--- config.mk ---
export PLATFORM = sky130hd
export DESIGN_NAME = pipeline_sequencer_flat
export DESIGN_NICKNAME = d
export VERILOG_FILES = /design/src/rtl/pipeline_sequencer_if.sv /design/src/rtl/pipeline_sequencer.sv /design/src/flat_wrapper.sv
export SDC_FILE = /design/constraint.sdc
export NUM_CORES = 1
export LEC_CHECK = 0
export ABC_AREA = 1
export CAP_MARGIN = 10
export CORE_UTILIZATION = 35
export DETAILED_ROUTE_END_ITERATION = 8
export HOLD_SLACK_MARGIN = 0.1
export PLACE_DENSITY_LB_ADDON = 0.08
export SLEW_MARGIN = 30
export SYNTH_ARGS = -nofsm -noshare
export SYNTH_HDL_FRONTEND = slang
export SYNTH_SLANG_ARGS = --single-unit
--- constraint.sdc ---
create_clock -name I_CLK -period 2.2 [get_ports I_CLK]
set_input_delay 0.33 -clock I_CLK [delete_from_list [all_inputs] [get_ports I_CLK]]
set_output_delay 0.33 -clock I_CLK [all_outputs]
set_load 0.01 [all_outputs]
--- src/rtl/pipeline_sequencer_if.sv ---
// Sequencer control bundle between the debug unit / decode stage and the
// pipeline-register enables.
//   Inputs to the sequencer : I_PS_START, I_PS_MODE, I_PS_STEP, ID/EX hazard
//                             fields, I_PS_TAKEN
//   Outputs from sequencer  : PC / IF-ID / ID-EX / pipe enables, HALTED,
//                             STEP_DONE, executed-cycle counter
// master : the side that drives the requests and watches the enables
// slave  : the sequencer itself
interface pipeline_sequencer_if #(
  parameter int CYC_W = 32
);
  logic             I_PS_START;
  logic             I_PS_MODE;
  logic             I_PS_STEP;
  logic [5:0]       I_PS_ID_OP;
  logic [4:0]       I_PS_ID_RS;
  logic [4:0]       I_PS_ID_RT;
  logic             I_PS_IDEX_MEMREAD;
  logic [4:0]       I_PS_IDEX_RT;
  logic             I_PS_TAKEN;
  logic             O_PS_PC_EN;
  logic             O_PS_IFID_EN;
  logic             O_PS_IFID_FLUSH;
  logic             O_PS_IDEX_BUBBLE;
  logic             O_PS_PIPE_EN;
  logic             O_PS_HALTED;
  logic             O_PS_STEP_DONE;
  logic [CYC_W-1:0] O_PS_CYCLES;

  modport master (
    output I_PS_START, I_PS_MODE, I_PS_STEP, I_PS_ID_OP, I_PS_ID_RS, I_PS_ID_RT,
           I_PS_IDEX_MEMREAD, I_PS_IDEX_RT, I_PS_TAKEN,
    input  O_PS_PC_EN, O_PS_IFID_EN, O_PS_IFID_FLUSH, O_PS_IDEX_BUBBLE,
           O_PS_PIPE_EN, O_PS_HALTED, O_PS_STEP_DONE, O_PS_CYCLES
  );

  modport slave (
    input  I_PS_START, I_PS_MODE, I_PS_STEP, I_PS_ID_OP, I_PS_ID_RS, I_PS_ID_RT,
           I_PS_IDEX_MEMREAD, I_PS_IDEX_RT, I_PS_TAKEN,
    output O_PS_PC_EN, O_PS_IFID_EN, O_PS_IFID_FLUSH, O_PS_IDEX_BUBBLE,
           O_PS_PIPE_EN, O_PS_HALTED, O_PS_STEP_DONE, O_PS_CYCLES
  );
endinterface

--- src/rtl/pipeline_sequencer.sv ---
// Run/stall/flush/halt sequencer for the 5-stage MIPS pipeline.
//   I_CLK   : system clock, rising edge
//   I_RST_N : asynchronous reset, active-low
//   ps      : sequencer bundle (slave side), see pipeline_sequencer_if
// Enables are combinational from state and the ID/EX fields so a load-use
// stall or a taken-branch flush takes effect in the same cycle. HALTED,
// STEP_DONE and the cycle counter are registered.
module pipeline_sequencer #(
  parameter int DRAIN_CYCLES = 4,
  parameter int CYC_W        = 32
) (
  input  logic I_CLK,
  input  logic I_RST_N,
  pipeline_sequencer_if.slave ps
);

  localparam int CNT_W = (DRAIN_CYCLES > 1) ? $clog2(DRAIN_CYCLES) : 1;

  localparam logic [2:0] S_IDLE      = 3'd0;
  localparam logic [2:0] S_RUN       = 3'd1;
  localparam logic [2:0] S_STEP_WAIT = 3'd2;
  localparam logic [2:0] S_STEP      = 3'd3;
  localparam logic [2:0] S_DRAIN     = 3'd4;
  localparam logic [2:0] S_HALTED    = 3'd5;

  localparam logic [5:0] OP_HALT = 6'b010101;

  logic [2:0]       state_q, state_d;
  logic [CNT_W-1:0] cnt_q, cnt_d;
  logic [CYC_W-1:0] cyc_q, cyc_d;
  logic             halted_q, halted_d;
  logic             done_q, done_d;

  logic hazard, is_halt;
  logic pc_en, ifid_en, flush, bubble, pipe_en;

  // Load in EX whose destination feeds a source of the instruction in ID.
  // $zero never creates a dependency.
  assign hazard  = ps.I_PS_IDEX_MEMREAD && (ps.I_PS_IDEX_RT != 5'd0) &&
                   ((ps.I_PS_IDEX_RT == ps.I_PS_ID_RS) ||
                    (ps.I_PS_IDEX_RT == ps.I_PS_ID_RT));
  assign is_halt = (ps.I_PS_ID_OP == OP_HALT);

  always_comb begin
    state_d = state_q;
    cnt_d   = cnt_q;
    done_d  = 1'b0;
    pc_en   = 1'b0;
    ifid_en = 1'b0;
    flush   = 1'b0;
    bubble  = 1'b0;
    pipe_en = 1'b0;
    case (state_q)
      S_IDLE: begin
        if (ps.I_PS_START) state_d = ps.I_PS_MODE ? S_STEP_WAIT : S_RUN;
      end
      S_STEP_WAIT: begin
        if (ps.I_PS_STEP) state_d = S_STEP;
      end
      S_RUN, S_STEP: begin
        pc_en   = 1'b1;
        ifid_en = 1'b1;
        pipe_en = 1'b1;
        if (hazard) begin
          // Stall wins over a taken branch; the branch re-resolves next cycle.
          pc_en   = 1'b0;
          ifid_en = 1'b0;
          bubble  = 1'b1;
        end else if (is_halt) begin
          pc_en   = 1'b0;
          ifid_en = 1'b0;
        end else if (ps.I_PS_TAKEN) begin
          flush   = 1'b1;
        end
        if (!hazard && is_halt) begin
          state_d = S_DRAIN;
          cnt_d   = CNT_W'(DRAIN_CYCLES - 1);
        end else if (state_q == S_STEP) begin
          // A stalled step still completes as one step.
          state_d = S_STEP_WAIT;
          done_d  = 1'b1;
        end
      end
      S_DRAIN: begin
        bubble  = 1'b1;
        pipe_en = 1'b1;
        if (cnt_q == '0) state_d = S_HALTED;
        else             cnt_d   = cnt_q - 1'b1;
      end
      S_HALTED: ;
      default: state_d = S_IDLE;
    endcase
    halted_d = (state_d == S_HALTED);
    cyc_d    = (pipe_en && (cyc_q != '1)) ? cyc_q + 1'b1 : cyc_q;
  end

  always_ff @(posedge I_CLK or negedge I_RST_N) begin
    if (!I_RST_N) begin
      state_q  <= S_IDLE;
      cnt_q    <= '0;
      cyc_q    <= '0;
      halted_q <= 1'b0;
      done_q   <= 1'b0;
    end else begin
      state_q  <= state_d;
      cnt_q    <= cnt_d;
      cyc_q    <= cyc_d;
      halted_q <= halted_d;
      done_q   <= done_d;
    end
  end

  assign ps.O_PS_PC_EN       = pc_en;
  assign ps.O_PS_IFID_EN     = ifid_en;
  assign ps.O_PS_IFID_FLUSH  = flush;
  assign ps.O_PS_IDEX_BUBBLE = bubble;
  assign ps.O_PS_PIPE_EN     = pipe_en;
  assign ps.O_PS_HALTED      = halted_q;
  assign ps.O_PS_STEP_DONE   = done_q;
  assign ps.O_PS_CYCLES      = cyc_q;

endmodule

--- src/flat_wrapper.sv ---
// flat-port wrapper written by rule: the top's interface ports become plain ports
module pipeline_sequencer_flat 
#(
  parameter int DRAIN_CYCLES = 4,
  parameter int CYC_W        = 32
)
  (I_CLK, I_RST_N, ps_I_PS_START, ps_I_PS_MODE, ps_I_PS_STEP, ps_I_PS_ID_OP, ps_I_PS_ID_RS, ps_I_PS_ID_RT, ps_I_PS_IDEX_MEMREAD, ps_I_PS_IDEX_RT, ps_I_PS_TAKEN, ps_O_PS_PC_EN, ps_O_PS_IFID_EN, ps_O_PS_IFID_FLUSH, ps_O_PS_IDEX_BUBBLE, ps_O_PS_PIPE_EN, ps_O_PS_HALTED, ps_O_PS_STEP_DONE, ps_O_PS_CYCLES);
  pipeline_sequencer_if #(.CYC_W(CYC_W)) ps_i ();
  input  logic I_CLK;
  input  logic I_RST_N;
  input wire logic [$bits(ps_i.I_PS_START)-1:0] ps_I_PS_START;
  input wire logic [$bits(ps_i.I_PS_MODE)-1:0] ps_I_PS_MODE;
  input wire logic [$bits(ps_i.I_PS_STEP)-1:0] ps_I_PS_STEP;
  input wire logic [$bits(ps_i.I_PS_ID_OP)-1:0] ps_I_PS_ID_OP;
  input wire logic [$bits(ps_i.I_PS_ID_RS)-1:0] ps_I_PS_ID_RS;
  input wire logic [$bits(ps_i.I_PS_ID_RT)-1:0] ps_I_PS_ID_RT;
  input wire logic [$bits(ps_i.I_PS_IDEX_MEMREAD)-1:0] ps_I_PS_IDEX_MEMREAD;
  input wire logic [$bits(ps_i.I_PS_IDEX_RT)-1:0] ps_I_PS_IDEX_RT;
  input wire logic [$bits(ps_i.I_PS_TAKEN)-1:0] ps_I_PS_TAKEN;
  output wire logic [$bits(ps_i.O_PS_PC_EN)-1:0] ps_O_PS_PC_EN;
  output wire logic [$bits(ps_i.O_PS_IFID_EN)-1:0] ps_O_PS_IFID_EN;
  output wire logic [$bits(ps_i.O_PS_IFID_FLUSH)-1:0] ps_O_PS_IFID_FLUSH;
  output wire logic [$bits(ps_i.O_PS_IDEX_BUBBLE)-1:0] ps_O_PS_IDEX_BUBBLE;
  output wire logic [$bits(ps_i.O_PS_PIPE_EN)-1:0] ps_O_PS_PIPE_EN;
  output wire logic [$bits(ps_i.O_PS_HALTED)-1:0] ps_O_PS_HALTED;
  output wire logic [$bits(ps_i.O_PS_STEP_DONE)-1:0] ps_O_PS_STEP_DONE;
  output wire logic [$bits(ps_i.O_PS_CYCLES)-1:0] ps_O_PS_CYCLES;
  assign ps_i.I_PS_START = ps_I_PS_START;
  assign ps_i.I_PS_MODE = ps_I_PS_MODE;
  assign ps_i.I_PS_STEP = ps_I_PS_STEP;
  assign ps_i.I_PS_ID_OP = ps_I_PS_ID_OP;
  assign ps_i.I_PS_ID_RS = ps_I_PS_ID_RS;
  assign ps_i.I_PS_ID_RT = ps_I_PS_ID_RT;
  assign ps_i.I_PS_IDEX_MEMREAD = ps_I_PS_IDEX_MEMREAD;
  assign ps_i.I_PS_IDEX_RT = ps_I_PS_IDEX_RT;
  assign ps_i.I_PS_TAKEN = ps_I_PS_TAKEN;
  assign ps_O_PS_PC_EN = ps_i.O_PS_PC_EN;
  assign ps_O_PS_IFID_EN = ps_i.O_PS_IFID_EN;
  assign ps_O_PS_IFID_FLUSH = ps_i.O_PS_IFID_FLUSH;
  assign ps_O_PS_IDEX_BUBBLE = ps_i.O_PS_IDEX_BUBBLE;
  assign ps_O_PS_PIPE_EN = ps_i.O_PS_PIPE_EN;
  assign ps_O_PS_HALTED = ps_i.O_PS_HALTED;
  assign ps_O_PS_STEP_DONE = ps_i.O_PS_STEP_DONE;
  assign ps_O_PS_CYCLES = ps_i.O_PS_CYCLES;
  pipeline_sequencer #(.DRAIN_CYCLES(DRAIN_CYCLES), .CYC_W(CYC_W)) u_core (.I_CLK(I_CLK), .I_RST_N(I_RST_N), .ps(ps_i));
endmodule
==> run summary <==
FINAL LAYOUT
-------------------------------------------------------------------------------------
Layout filler cell count                                                          753
Non-Filler Cell Area, Final                                                  3650 µm²
Sequential standard cell area                                                 977 µm²
Diode insertion count for antenna repair                                            0
Final nets                                                                        508
Final std cells w/o fill                                                          578
Share of final-layout standard cells stronger than drive strength 1             10.2%
Area taken by multi-input logic gates                                        1490 µm²
Area Growth Syn to Fin                                                          32.7%

POWER
-------------------------------------------------------------------------------------
Pwr Total                                                                   0.00155 W
Flop pwr share                                                                  46.1%
Switching power share of the total                                              20.9%
Largest voltage drop on the vdd net                                          0.218 mV
PD cells                                                                   425 nW/µm²
Clock Power Share                                                               47.3%
Fraction of power consumed by combinational cells                                6.6%
Design internal power                                                       0.00123 W
Net switching component of the power                                       0.000324 W
Leakage dissipation                                                           1.66 nW

CRITICAL PATH
-------------------------------------------------------------------------------------
Arrival time at the worst endpoint                                            1.74 ns
CP Class                                                                 flip-flop to primary output
Data required time of the critical path                                       1.87 ns
Highest net fanout along the worst path                                             4
Setup crit end kind                                                      primary output
Critical Path Start Type                                                    flip-flop

JOB
-------------------------------------------------------------------------------------
Max-capacitance violation count                                                     0

FLOORPLAN
-------------------------------------------------------------------------------------
I/O pin count                                                                      67
Die outline area                                                             8220 µm²
Core footprint                                                               7410 µm²
Core Rows                                                                          31
Initial cell density of the core                                                37.1%
Vert. Die Dim                                                                 90.7 µm
Die boundary width                                                            90.7 µm

CLOCKING
-------------------------------------------------------------------------------------
Number of buffers added by the clock tree synthesis step                            5
Root Buffer Master                                                       sky130_fd_sc_hd__clkbuf_8
Clock H-tree levels                                                                 2
Total clock sinks                                                                  39
Clock-pin slew of the registers on the worst-case setup and hold paths        0.09 ns
Number of buffers on the longest clock path                                         2
Skew-Pair Late Insertion Delay                                                0.30 ns
TritonCTS clock tree                                                             done

SYNTHESIS
-------------------------------------------------------------------------------------
Synthesized area                                                             2750 µm²
Synthesized net count                                                             435
Number of enable-type register cells in the synthesized netlist                     0
Cell variety after synth                                                           28
Synthesized area per cell                                                    6.79 µm²
Cell count after synthesis                                                        405
Sequential area share after synthesis                                           35.5%
Yosys warnings                                                                      0
Synth Register Bits                                                                39
Top flip-flop cell by instance count after synthesis                     sky130_fd_sc_hd__dfrtp_1
Share of flip-flops with an asynchronous set or reset                            100%

STA
-------------------------------------------------------------------------------------
Count of final hold-check violations                                                0
RSZ-0062 raised after global routing                                               no
Worst max-slew margin expressed relative to the limit                           66.5%
Transition time at the pin with the least slew margin                        0.502 ns
Max frequency                                                               0.483 GHz
Setup Viol. Count Final                                                             0
Period utilisation layout                                                       94.1%
Number of pins exceeding their max-slew limit in the final report                   0
Final period demand of the worst path                                         2.07 ns
Worst Skew                                                                  0.0179 ns

MIN PATH
-------------------------------------------------------------------------------------
HP Class                                                                 input pin to async pin

GRT
-------------------------------------------------------------------------------------
Pin count of the biggest net entering global routing                               42
Global-route wire length before repair                                      12,400 µm
GRT Util Overall                                                                18.8%
Number of antenna violations at the first check in global routing                   0
Remaining global-route overflow                                                     0
Number of global-route vias before repair                                       2,686

PLACED DESIGN
-------------------------------------------------------------------------------------
Number of I/O port buffers                                                         66
Area post-placement                                                          3520 µm²
RD Place Congestion                                                             0.864
Number of placed instances, taps included                                         569
HPWL after DPL                                                                5620 µm

DETAILED ROUTING
-------------------------------------------------------------------------------------
Drc violations                                                                      0
Vias                                                                            2,704
Post-Route WL                                                                 7190 µm
Post-detailed-route via-to-cell ratio                                            4.68
Post-detailed-route count of antenna-violating nets                                 0
Routed wire per std cell                                                      12.4 µm
DRT iter0 DRCs                                                                    143
First-pass detailed-route iteration total                                           5

RUN STATUS
-------------------------------------------------------------------------------------
Status                                                                   finished, final reports clean

==> flip-flops by register name, summed over array words and instances (netlist names) <==
name and flops:
u_core.ps.O_PS_CYCLES 32, u_core.state_q 3, u_core.cnt_q 2, u_core.ps.O_PS_HALTED 1
u_core.ps.O_PS_STEP_DONE 1
==> area by class of cell <==
type | count | area share (%)
Timing Repair Buffer | 73 | 19.3
Multi-Input combinational cell | 300 | 40.7
Tap cell | 99 | 3.39
Sequential cell | 39 | 26.8
Clock inverter | 2 | 1.64
Inverter | 59 | 6.13
Clock buffer | 6 | 1.99
==> layer usage <==
metal / vias up / track usage (%) / share of wire [%]
met5: - / 0 / 0
met2: 76 / 31.6 / 46
met4: 0 / 4.44 / 1.1
li1: 1402 / - / -
met3: 7 / 3.96 / 5.7
met1: 1219 / 24.6 / 47
==> synthesized netlist by cell type (4+ instances only) <==
cell type,number,area (µm²)
sky130_fd_sc_hd__xor2_1,18,158
sky130_fd_sc_hd__buf_6,5,56.3
sky130_fd_sc_hd__nand2_2,4,25.0
sky130_fd_sc_hd__o21ai_2,17,149
sky130_fd_sc_hd__inv_1,57,214
sky130_fd_sc_hd__o21ai_0,10,50.1
sky130_fd_sc_hd__nand4_1,6,37.5
sky130_fd_sc_hd__nand2_1,145,544
sky130_fd_sc_hd__nor3_1,20,100
sky130_fd_sc_hd__nand3_1,19,95.1
sky130_fd_sc_hd__nor2_1,42,158
sky130_fd_sc_hd__dfrtp_1,39,976
==> repair_timing <==
action	in CTS	in global routing
hold endpoints to repair	39	0
buffers inserted	0	0
setup endpoints to repair	5	5
hold buffers	1	0
resized for setup	5	12
==> worst paths after layout <==
kind                       depth (start not counted)  slack, ns                      start                        end
max                                                4       0.13          u_core.state_q[1]            ps_O_PS_PIPE_EN
min                                                2       0.34                    I_RST_N  u_core.ps.O_PS_CYCLES[18]
max reg2reg                                       10       0.25  u_core.ps.O_PS_CYCLES[22]   u_core.ps.O_PS_CYCLES[4]
min reg2reg                                        2       0.49            u_core.cnt_q[1]            u_core.cnt_q[1]
max in group asynchronous                          3       1.45                    I_RST_N  u_core.ps.O_PS_CYCLES[13]
min in group I_CLK                                 2       0.49            u_core.cnt_q[1]            u_core.cnt_q[1]
==> cells by family (layout without fill, tap and decap cells) <==
group / Yosys count / in the layout / synth area share (%)
simple gates: 244 / 244 / 37.5
flops: 39 / 39 / 35.5
buf+inv: 66 / 140 / 10.7
compound gates: 33 / 33 / 8.69
fa+ha+maj: 2 / 2 / 0.909
xor+xnor: 21 / 21 / 6.68
==> cells in the final DEF (no fill, tap or decap), types with 2 or more instances in the layout <==
master                            instances
sky130_fd_sc_hd__o21ai_0                 10
sky130_fd_sc_hd__nand2_1                144
sky130_fd_sc_hd__bufinv_16                2
sky130_fd_sc_hd__o21ai_2                 17
sky130_fd_sc_hd__buf_4                    5
sky130_fd_sc_hd__nand2_2                  5
sky130_fd_sc_hd__clkbuf_2                 4
sky130_fd_sc_hd__clkbuf_8                 5
sky130_fd_sc_hd__inv_1                   57
sky130_fd_sc_hd__nand3_1                 19
sky130_fd_sc_hd__nand4_1                  6
sky130_fd_sc_hd__nor2_1                  40
sky130_fd_sc_hd__xor2_1                  18
sky130_fd_sc_hd__nor3_1                  20
sky130_fd_sc_hd__clkdlybuf4s50_1         60
sky130_fd_sc_hd__xnor2_1                  3
sky130_fd_sc_hd__nand3b_1                 3
sky130_fd_sc_hd__nor2_2                   2
sky130_fd_sc_hd__a21oi_1                  2
sky130_fd_sc_hd__dfrtp_1                 38
sky130_fd_sc_hd__ha_1                     2
==> power groups by stage <==
stage | Clock (W) | Sequential [W] | Combinational [W]
after floorplan | 0 | 0.000731 | 0.0000269
after global placement | 0 | 0.000730 | 0.000102
after detailed placement | 0 | 0.000730 | 0.000103
after CTS | 0.000743 | 0.000716 | 0.000105
after global routing | 0.000773 | 0.000716 | 0.000115
final | 0.000735 | 0.000716 | 0.000102
==> metrics by stage <==
stage	setup TNS, ns	hold WS (ns)	utilization (%)	setup WS [ns]
final	0	0.338	49.3	0.129
after detailed placement	-0.800	0.131	47.5	-0.229
after global placement	-0.696	0.130	47.5	-0.212
after global routing	0	0.335	49.3	0.0295
after floorplan	0	0.0344	-	0.371
after CTS	0	0.334	49.4	0.0267
==> critical path, cell delays in order, from the launching register on <==
cell and delay (ns):
sky130_fd_sc_hd__dfrtp_1 0.43, sky130_fd_sc_hd__nor2_2 0.17, sky130_fd_sc_hd__nand2_1 0.13, sky130_fd_sc_hd__nand2_2 0.15
sky130_fd_sc_hd__clkdlybuf4s50_1 0.56
Power figures use the tool's default switching activity.
